File: src/rtl/rom_wb.sv
// Wishbone B4 pipelined read-only slave in front of a synchronous ROM.
// One request per cycle; ack/err after one (out_reg=0) or two (out_reg=1) cycles.
module rom_wb #(
    parameter int size       = 'h2000,
    parameter int addr_width = $clog2(size),
    parameter int data_width = 16,
    parameter int out_reg    = 0
) (
    input  logic                  clock,
    input  logic                  reset,
    input  logic                  wb_cyc_i,
    input  logic                  wb_stb_i,
    input  logic                  wb_we_i,
    input  logic [addr_width:0]   wb_adr_i,
    output logic [data_width-1:0] wb_dat_o,
    output logic                  wb_ack_o,
    output logic                  wb_err_o,
    output logic                  wb_stall_o,
    output logic [addr_width-1:0] rom_address,
    output logic                  rom_cen,
    input  logic [data_width-1:0] rom_q
);

    logic                  accept;
    logic                  req_err;

    logic                  v1_q, v1_d;
    logic                  e1_q, e1_d;
    logic                  v2_q, v2_d;
    logic                  e2_q, e2_d;
    logic [data_width-1:0] dat2_q, dat2_d;

    // Request decode: accept, classify, and drive the ROM port
    always_comb begin
        wb_stall_o  = 1'b0;
        rom_address = wb_adr_i[addr_width:1];
        accept      = wb_cyc_i & wb_stb_i & ~wb_stall_o;
        req_err     = wb_we_i | wb_adr_i[0]
                    | (32'(rom_address) >= 32'(size));
        rom_cen     = accept & ~req_err;
    end

    // Next state for both pipeline stages; dropping cyc flushes them
    always_comb begin
        v1_d   = accept;
        e1_d   = accept & req_err;
        v2_d   = v1_q & wb_cyc_i;
        e2_d   = e1_q & v1_q & wb_cyc_i;
        dat2_d = dat2_q;
        if (v1_q & ~e1_q) begin
            dat2_d = rom_q;
        end
    end

    // Pipeline registers, cleared immediately by reset
    always_ff @(posedge clock or posedge reset) begin
        if (reset) begin
            v1_q   <= 1'b0;
            e1_q   <= 1'b0;
            v2_q   <= 1'b0;
            e2_q   <= 1'b0;
            dat2_q <= '0;
        end else begin
            v1_q   <= v1_d;
            e1_q   <= e1_d;
            v2_q   <= v2_d;
            e2_q   <= e2_d;
            dat2_q <= dat2_d;
        end
    end

    // Termination from stage 1 or stage 2; data is zero unless acking
    always_comb begin
        wb_ack_o = 1'b0;
        wb_err_o = 1'b0;
        wb_dat_o = '0;
        if (out_reg == 0) begin
            wb_ack_o = v1_q & ~e1_q & wb_cyc_i;
            wb_err_o = v1_q & e1_q & wb_cyc_i;
            if (wb_ack_o) begin
                wb_dat_o = rom_q;
            end
        end else begin
            wb_ack_o = v2_q & ~e2_q & wb_cyc_i;
            wb_err_o = v2_q & e2_q & wb_cyc_i;
            if (wb_ack_o) begin
                wb_dat_o = dat2_q;
            end
        end
    end

endmodule

File: config.mk
export PLATFORM = sky130hd
export DESIGN_NAME = rom_wb
export DESIGN_NICKNAME = d
export VERILOG_FILES = /design/src/rtl/rom_wb.sv
export SDC_FILE = /design/constraint.sdc
export NUM_CORES = 1
export LEC_CHECK = 0
export ABC_CLOCK_PERIOD_IN_PS = 1300
export BUFFER_PORTS_ARGS = -buffer_cell sky130_fd_sc_hd__clkbuf_2
export CAP_MARGIN = 20
export CORE_UTILIZATION = 26
export DETAILED_ROUTE_END_ITERATION = 6
export HOLD_SLACK_MARGIN = 0.08
export PLACE_DENSITY = 0.79
export SETUP_SLACK_MARGIN = 0.15
export SLEW_MARGIN = 5
export SYNTH_ARGS = -nofsm -noshare
export SYNTH_HDL_FRONTEND = slang
export SYNTH_SLANG_ARGS = --single-unit
File: constraint.sdc
create_clock -name clock -period 1.3 [get_ports clock]
set_clock_uncertainty 0.1 [all_clocks]
set_input_delay 0.26 -clock clock [delete_from_list [all_inputs] [get_ports clock]]
set_output_delay 0.26 -clock clock [all_outputs]
set_load 0.05 [all_outputs]
After elaboration in Yosys (flattened, before gate mapping)
Index checks and enable logic that the tools add are counted.
{ "classes": {"shift": 0, "multipliers": 0, "n_eq_ne": 0, "bitwise_logic": 10, "n_lt_le_gt_ge": 0, "muxes": 1, "addsub": 0, "n_reduce_logical": 0, "n_div": 0} }
{ "ops": {"columns": ["operator", "count"], "rows": [
  ["$mux W16", 1],
  ["$and A1 B1 Y1", 7],
  ["$not A1 Y1", 2],
  ["$or A1 B1 Y1", 1]
]} }
{ "totals": {"romBits": 0, "ff_bits": 2, "n_memories": 0, "mem_bits_rw": 0, "word_cells": 13, "out_inout_bits": 33, "latchBits": 0} }

Depth between registers and ports, before layout
Gate-level depths: netlist (run 1).
{ "logic_depth": {"depth_word": 4, "ltp_mapped": 2, "depth_no_buf": 1} }

Worst setup path before layout (run 1)
Ideal clock, no wire load.
{ "synth_timing": {"kind": "in2out", "startpoint": "input wb_cyc_i", "endpoint": "output rom_cen", "n_path_buf": 0, "arrival_ps": 1793, "stages": 1, "setup_slack_ps": -853, "cell_sequence": "nor4bb_1"} }
{ "synth_via": {"elab_chain_cells": 2} }
{ "synth_rtl": {"columns": ["item", "line_no", "rtl"], "rows": [
  ["start: declaration", "11", "input logic wb_cyc_i,"],
  ["$and A1 B1 Y1", "37", "accept = wb_cyc_i & wb_stb_i & ~wb_stall_o;"],
  ["$and A1 B1 Y1", "40", "rom_cen = accept & ~req_err;"],
  ["end: declaration", "20", "output logic rom_cen,"]
]} }
Every way passes these cells.

Worst setup path after layout (run 1)
{ "layout_timing": {"startpoint": "register e1_q", "endpoint": "output wb_dat_o[11]"} }
{ "layout_via": {"elab_chain_cells": 4} }
{ "layout_rtl": {"columns": ["item", "line_no", "rtl"], "rows": [
  ["start: declaration", "28", "logic e1_q, e1_d;"],
  ["start signal: assignment", "59", "e1_q <= 1'b0;"],
  ["start signal: assignment", "65", "e1_q <= e1_d;"],
  ["$not A1 Y1", "78", "wb_ack_o = v1_q & ~e1_q & wb_cyc_i;"],
  ["$and A1 B1 Y1 (2 in series)", "78", null],
  ["$mux W16", "80", "if (wb_ack_o) begin"],
  ["end: declaration", "15", "output logic [data_width-1:0] wb_dat_o,"]
]} }
Every way passes these cells.

==> metrics.json, run 1 <==
{
  "cts": {
    "cts_buffers": 3,
    "clk_root_buffer_cell": "sky130_fd_sc_hd__clkbuf_4",
    "clkTransAtPathRegs_ns": 0.03,
    "cts_num_sinks": 2,
    "clock_tree.htree_level_count": 1,
    "tritoncts": "built",
    "ctsLongestPathBuffers": 2
  },
  "floorplan": {
    "core.rowCount": 13,
    "floorplan.core_area_sq_um": 1380,
    "io-pin-count": 68,
    "die_width_um": 41.6,
    "die_area_sq_um": 1730,
    "die-height_um": 41.6,
    "initial_utilization": 0.295
  },
  "place": {
    "portBuffers": 40,
    "dpl.cell_count": 83,
    "dp_worst_setup_slack_ns": -0.208,
    "total_placed_instance_area_sq_um": 611,
    "place.gp.congestion": 0.572,
    "dp_hpwl_um": 763
  },
  "synthesis": {
    "yosysWarningCount": 0,
    "synth.top_cell.area_share": 0.258,
    "syn_area_sq_um": 408,
    "yosysTopAreaCell": "sky130_fd_sc_hd__buf_4",
    "synth_area_per_cell_sq_um": 9.49,
    "postSynthRegisterBits": 2,
    "top_post_synthesis_cells_by_area": "sky130_fd_sc_hd__buf_4, sky130_fd_sc_hd__and4b_2, sky130_fd_sc_hd__and4b_1, sky130_fd_sc_hd__dfrtp_1, sky130_fd_sc_hd__buf_6",
    "synthesis.nets": 78,
    "yosysUniqueCellTypes": 13,
    "postSynthCellCount": 43,
    "seq_area_frac_synth": 0.123
  },
  "timing": {
    "fmax_mhz": 614,
    "final.setup.worst_slack_ns": -0.328,
    "final_period_minus_worst_setup_slack_ns": 1.63,
    "final_max_slew_viol_count": 0,
    "timing_hold_violations_final": 0,
    "rsz0062_at_grt": "yes",
    "finalCritPeriodShare": 1.25,
    "report.final.setup_viol": 18
  },
  "power_and_ir_drop": {
    "netSwitchingFraction": 0.336,
    "ir_worst_vdd_mv": 0.270,
    "power_switching_mw": 0.158,
    "cellLeakagePower_nw": 0.480,
    "clock_power_share": 0.300,
    "power.share.combinational": 0.547,
    "power_per_cell_area_nw_per_um2": 471,
    "pwr-share-seq": 0.153,
    "internal_power_mw": 0.312
  },
  "run_status": {
    "failed_checks": "negative setup slack",
    "result_of_the_run": "finished with violations"
  },
  "drt": {
    "drt-pass1-iter-count": 4,
    "detail_route.vias_per_cell": 5.17,
    "wl_per_cell_um": 15.9,
    "totalWireLength_um": 1460,
    "post-route-drc-count": 0,
    "remaining_number_of_nets_flagged_by_the_antenna_check_after_routing": 0,
    "drt_first_iter_violations": 3,
    "via_count": 476
  },
  "setup_path": {
    "cp-start-kind": "flop",
    "required_ns": 0.94,
    "cell_with_the_biggest_individual_delay_on_the_critical_path": "sky130_fd_sc_hd__dfrtp_2",
    "path_cells": "buf_6 > and4b_4 > clkbuf_16",
    "critPathCaptureType": "output pin",
    "cp_num_cells": 3,
    "worst_ep_arrival_time_ns": 1.27,
    "critical-path-top-delay-family": "flip-flops",
    "path_class": "reg -> out",
    "worst-path-max-fanout": 7,
    "crit_buf_inv": 2,
    "max_stage_delay_ns": 0.41
  },
  "final_layout": {
    "final_nets": 114,
    "drive_gt1_frac": 0.935,
    "layoutNonFillerInstCount": 92,
    "area_of_all_placed_cells_without_fillers_sq_um": 997,
    "post_route_utilization": 0.721,
    "final_common_cell": "sky130_fd_sc_hd__clkbuf_2",
    "insertedDiodeCount": 0,
    "num-fill-cells": 85,
    "area_growth_syn_to_layout_pct": 144,
    "layout_common_cells": "sky130_fd_sc_hd__clkbuf_2, sky130_fd_sc_hd__buf_8, sky130_fd_sc_hd__and4b_4, sky130_fd_sc_hd__and4b_2, sky130_fd_sc_hd__clkbuf_16"
  },
  "global_routing": {
    "maximum_number_of_pins_on_one_net_before_global_route_repair": 19,
    "grt_overflow_total": 0,
    "wire_length_of_the_first_global_routing_pass_um": 2330,
    "globalRouteTotalUtil": 0.177,
    "number_of_global_route_vias_before_repair": 503,
    "antenna_violations_before_repair": 0
  },
  "flow_run": {
    "maxCapViolations": 0
  },
  "min_path": {
    "min_path_type": "in -> reg",
    "hold_depth": 2
  }
}
synth_stat cells:
library cell	instances
sky130_fd_sc_hd__o211a_1	1
sky130_fd_sc_hd__and2_1	1
sky130_fd_sc_hd__buf_6	2
sky130_fd_sc_hd__and3_2	1
sky130_fd_sc_hd__and3b_1	1
sky130_fd_sc_hd__inv_1	1
sky130_fd_sc_hd__conb_1	1
sky130_fd_sc_hd__buf_4	14
sky130_fd_sc_hd__buf_2	2
sky130_fd_sc_hd__nor4bb_1	1
sky130_fd_sc_hd__and4b_2	8
sky130_fd_sc_hd__dfrtp_1	2
sky130_fd_sc_hd__and4b_1	8
cells by family after synthesis:
group | count (synthesis) | synth area share
buffers and inverters | 19 | 0.347
and+or+nand+nor | 20 | 0.497
DFF | 2 | 0.123
AOI/OAI and AO/OA | 1 | 0.0245
other | 1 | 0.00919
what timing repair did:
item / in CTS / in global routing
pin swaps: 1 / 1
gates cloned: 0 / 2
setup buffers: 3 / 0
endpoints found under the hold margin: 2 / 0
gates resized for setup: 49 / 20
endpoints found under the setup margin: 19 / 19
hold buffers: 1 / 0
layout make-up:
type	count	area, sq um	share of cell area
clock buffers	3	22.5	0.0226
inverters	1	3.75	0.00376
multi-input cells	22	267	0.267
flip-flops and latches	2	52.6	0.0527
well taps	15	18.8	0.0188
repair buffers	49	633	0.635
worst paths after layout:
path | to | startpoint | slack (ns)
setup / recovery | wb_dat_o[11] | e1_q$_DFF_PP0_ | -0.33
hold / removal | v1_q$_DFF_PP0_ | wb_stb_i | 0.15
max in group asynchronous | v1_q$_DFF_PP0_ | reset | 0.65
min in group asynchronous | e1_q$_DFF_PP0_ | reset | 0.33
per-stage QoR:
step | power (mW) | hold slack (ns) | TNS (ns)
final | 0.470 | 0.154 | -5.22
after CTS | 0.445 | 0.180 | -5.18
after detailed placement | 0.248 | -0.00507 | -3.15
after global placement | 0.244 | -0.0104 | -2.61
after floorplan | 0.291 | -0.0988 | -0.310
after global routing | 0.500 | 0.160 | -5.83
sequential cells by signal, indices dropped and copies added (netlist names):
signal  flops
e1_q        1
v1_q        1
routing by layer:
metal	part of all wire	global-route usage	wire [um]	vias up
li1	-	-	-	216
met1	0.37	0.171	547	225
met2	0.57	0.316	829	33
met3	0.053	0.0609	77	2
met4	0.0027	0.110	4	0
met5	0	0	0	-
power by group through the flow:
stage          sequential, mW  clock [mW]  combinational [mW]
2_1_floorplan          0.0710           0               0.220
3_3_place_gp           0.0727           0               0.172
3_5_place_dp           0.0736           0               0.174
4_1_cts                0.0693       0.143               0.232
5_1_grt                0.0723       0.157               0.270
6_report               0.0720       0.141               0.257
Note: power is estimated with default switching activity, not from simulation.
==> run 2: changes to the inputs <==
--- a/config.mk
+++ b/config.mk
@@ -13,6 +13,7 @@
 export HOLD_SLACK_MARGIN = 0.08
 export PLACE_DENSITY = 0.79
 export SETUP_SLACK_MARGIN = 0.15
+export SKIP_CTS_REPAIR_TIMING = 1
 export SLEW_MARGIN = 5
 export SYNTH_ARGS = -nofsm -noshare
 export SYNTH_HDL_FRONTEND = slang
==> metrics.json, run 2 (synthesis results as in run 1) <==
{
  "timing": {
    "final_max_slew_viol_count": {"value": 0, "change": "unchanged"},
    "rsz0062_at_grt": {"value": "yes", "change": "unchanged"},
    "timing_hold_violations_final": {"value": 0, "change": "unchanged"},
    "worst_hold_slack": {"value": 0.158, "unit": "ns", "change": "was 0.154 ns"},
    "report.final.setup_viol": {"value": 18, "change": "unchanged"},
    "final.setup.worst_slack": {"value": -0.316, "unit": "ns", "change": "was -0.328 ns"},
    "final_period_minus_worst_setup_slack": {"value": 1.62, "unit": "ns", "change": "was 1.63 ns"},
    "fmax": {"value": 619, "unit": "MHz", "change": "was 614 MHz"},
    "finalCritPeriodShare": {"value": 1.24, "change": "was 1.25"}
  },
  "drt": {
    "drt-pass1-iter-count": {"value": 2, "change": "was 4"},
    "post-route-drc-count": {"value": 0, "change": "unchanged"},
    "remaining_number_of_nets_flagged_by_the_antenna_check_after_routing": {"value": 0, "change": "unchanged"},
    "totalWireLength": {"value": 1210, "unit": "um", "change": "was 1460 um"},
    "detail_route.vias_per_cell": {"value": 5.11, "change": "was 5.17"},
    "drt_first_iter_violations": {"value": 4, "change": "was 3"},
    "wl_per_cell": {"value": 13.6, "unit": "um", "change": "was 15.9 um"},
    "via_count": {"value": 455, "change": "was 476"}
  },
  "global_routing": {
    "number_of_global_route_vias_before_repair": {"value": 389, "change": "was 503"},
    "globalRouteTotalUtil": {"value": 0.120, "change": "was 0.177"},
    "maximum_number_of_pins_on_one_net_before_global_route_repair": {"value": 19, "change": "unchanged"},
    "wire_length_of_the_first_global_routing_pass": {"value": 1610, "unit": "um", "change": "was 2330 um"},
    "grt_overflow_total": {"value": 0, "change": "unchanged"},
    "antenna_violations_before_repair": {"value": 0, "change": "unchanged"}
  },
  "final_layout": {
    "final_nets": {"value": 111, "change": "was 114"},
    "final_common_cell": {"value": "sky130_fd_sc_hd__clkbuf_2", "change": "unchanged"},
    "area_growth_syn_to_layout": {"value": 107, "unit": "%", "change": "was 144%"},
    "insertedDiodeCount": {"value": 0, "change": "unchanged"},
    "layout_common_cells": {"value": "sky130_fd_sc_hd__clkbuf_2, sky130_fd_sc_hd__buf_6, sky130_fd_sc_hd__buf_8", "change": "was sky130_fd_sc_hd__clkbuf_2, sky130_fd_sc_hd__buf_8, sky130_fd_sc_hd__and4b_4, sky130_fd_sc_hd__and4b_2, sky130_fd_sc_hd__clkbuf_16"},
    "num-fill-cells": {"value": 106, "change": "was 85"},
    "biggest_regs": {"value": "e1_q: 1 flops, v1_q: 1 flops", "change": "unchanged"},
    "drive_gt1_frac": {"value": 0.919, "change": "was 0.935"}
  },
  "flow_run": {
    "maxCapViolations": {"value": 0, "change": "unchanged"}
  },
  "run_status": {
    "failed_checks": {"value": "negative setup slack", "change": "unchanged"},
    "result_of_the_run": {"value": "finished with violations", "change": "unchanged"}
  },
  "setup_path": {
    "critPathCaptureType": {"value": "output pin", "change": "unchanged"},
    "worst_ep_arrival_time": {"value": 1.26, "unit": "ns", "change": "was 1.27 ns"},
    "worst-path-max-fanout": {"value": 9, "change": "was 7"},
    "path_class": {"value": "reg -> out", "change": "unchanged"},
    "cell_with_the_biggest_individual_delay_on_the_critical_path": {"value": "sky130_fd_sc_hd__dfrtp_2", "change": "unchanged"},
    "critical-path-top-delay-family": {"value": "flip-flops", "change": "unchanged"},
    "path_cells": {"value": "buf_6 > and4b_4 > buf_12", "change": "was buf_6 > and4b_4 > clkbuf_16"},
    "required": {"value": 0.94, "unit": "ns", "change": "about the same"},
    "cp-start-kind": {"value": "flop", "change": "unchanged"},
    "max_stage_delay": {"value": 0.43, "unit": "ns", "change": "was 0.41 ns"},
    "crit_buf_inv": {"value": 2, "change": "unchanged"}
  },
  "floorplan": {
    "die_width": {"value": 41.6, "unit": "um", "change": "unchanged"},
    "die_area": {"value": 1730, "unit": "sq um", "change": "unchanged"},
    "io-pin-count": {"value": 68, "change": "unchanged"},
    "core.rowCount": {"value": 13, "change": "unchanged"},
    "floorplan.core_area": {"value": 1380, "unit": "sq um", "change": "unchanged"},
    "initial_utilization": {"value": 0.295, "change": "unchanged"},
    "die-height": {"value": 41.6, "unit": "um", "change": "unchanged"}
  },
  "place": {
    "dp_worst_setup_slack": {"value": -0.208, "unit": "ns", "change": "unchanged"},
    "place.gp.congestion": {"value": 0.572, "change": "unchanged"},
    "dp_hpwl": {"value": 763, "unit": "um", "change": "unchanged"},
    "portBuffers": {"value": 40, "change": "unchanged"}
  },
  "power_and_ir_drop": {
    "design_power_total": {"value": 0.434, "unit": "mW", "change": "was 0.470 mW"},
    "cellLeakagePower": {"value": 0.426, "unit": "nW", "change": "was 0.480 nW"},
    "ir_worst_vdd": {"value": 0.284, "unit": "mV", "change": "was 0.270 mV"},
    "power_per_cell_area": {"value": 515, "unit": "nW/um^2", "change": "was 471 nW/um^2"}
  },
  "cts": {
    "clkTransAtPathRegs": {"value": 0.03, "unit": "ns", "change": "about the same"},
    "clock_tree.htree_level_count": {"value": 1, "change": "unchanged"},
    "cts_buffers": {"value": 3, "change": "unchanged"},
    "cts_num_sinks": {"value": 2, "change": "unchanged"},
    "clk_root_buffer_cell": {"value": "sky130_fd_sc_hd__clkbuf_4", "change": "unchanged"},
    "ctsLongestPathBuffers": {"value": 2, "change": "unchanged"},
    "tritoncts": {"value": "built", "change": "unchanged"}
  },
  "min_path": {
    "min_path_type": {"value": "in -> reg", "change": "unchanged"}
  }
}
-- run 2: cell types whose count changed in the layout (fill, tap and decap cells not counted), sizes merged --
cell and delta:
buf +6, clkbuf -9
-- run 2: final timing paths --
path,from,end,slack [ns],cells past startpoint
setup / recovery,e1_q$_DFF_PP0_,wb_dat_o[12],-0.32,3
hold / removal,wb_stb_i,v1_q$_DFF_PP0_,0.16,2
max in group asynchronous,reset,e1_q$_DFF_PP0_,0.66,3
min in group asynchronous,reset,e1_q$_DFF_PP0_,0.32,3
-- run 2: area by class of cell --
class	count	area [sq um]	area share
clock buffers	3	22.5	0.0267
inverters	1	3.75	0.00445
multi-input cells	22	263	0.312
flip-flops and latches	2	51.3	0.0608
well taps	15	18.8	0.0223
repair buffers	46	484	0.574
-- run 2: power breakdown --
| group | leakage [nW] | switching (mW) | total [mW] | internal, mW |
|---|---|---|---|---|
| sequential | 0.0246 | 0.00396 | 0.0702 | 0.0662 |
| clock | 0.0138 | 0.0353 | 0.137 | 0.102 |
| combinational | 0.387 | 0.108 | 0.227 | 0.118 |
| total | 0.426 | 0.148 | 0.434 | 0.286 |
-- run 2: per-layer routing --
metal,GRT usage,up-vias,part of all wire
li1,-,208,-
met1,0.115,210,0.35
met4,0.0839,0,0.0033
met5,0,-,0
met3,0.0435,2,0.074
met2,0.209,35,0.57
-- run 2: metrics by stage --
stage	utilization	TNS, ns	instance area (sq um)	instances
after floorplan	-	-0.310	454	43
after global placement	0.442	-2.61	611	83
after detailed placement	0.442	-3.15	611	83
after CTS	0.458	-7.71	633	86
after global routing	0.610	-5.85	843	89
final	0.610	-5.03	843	89
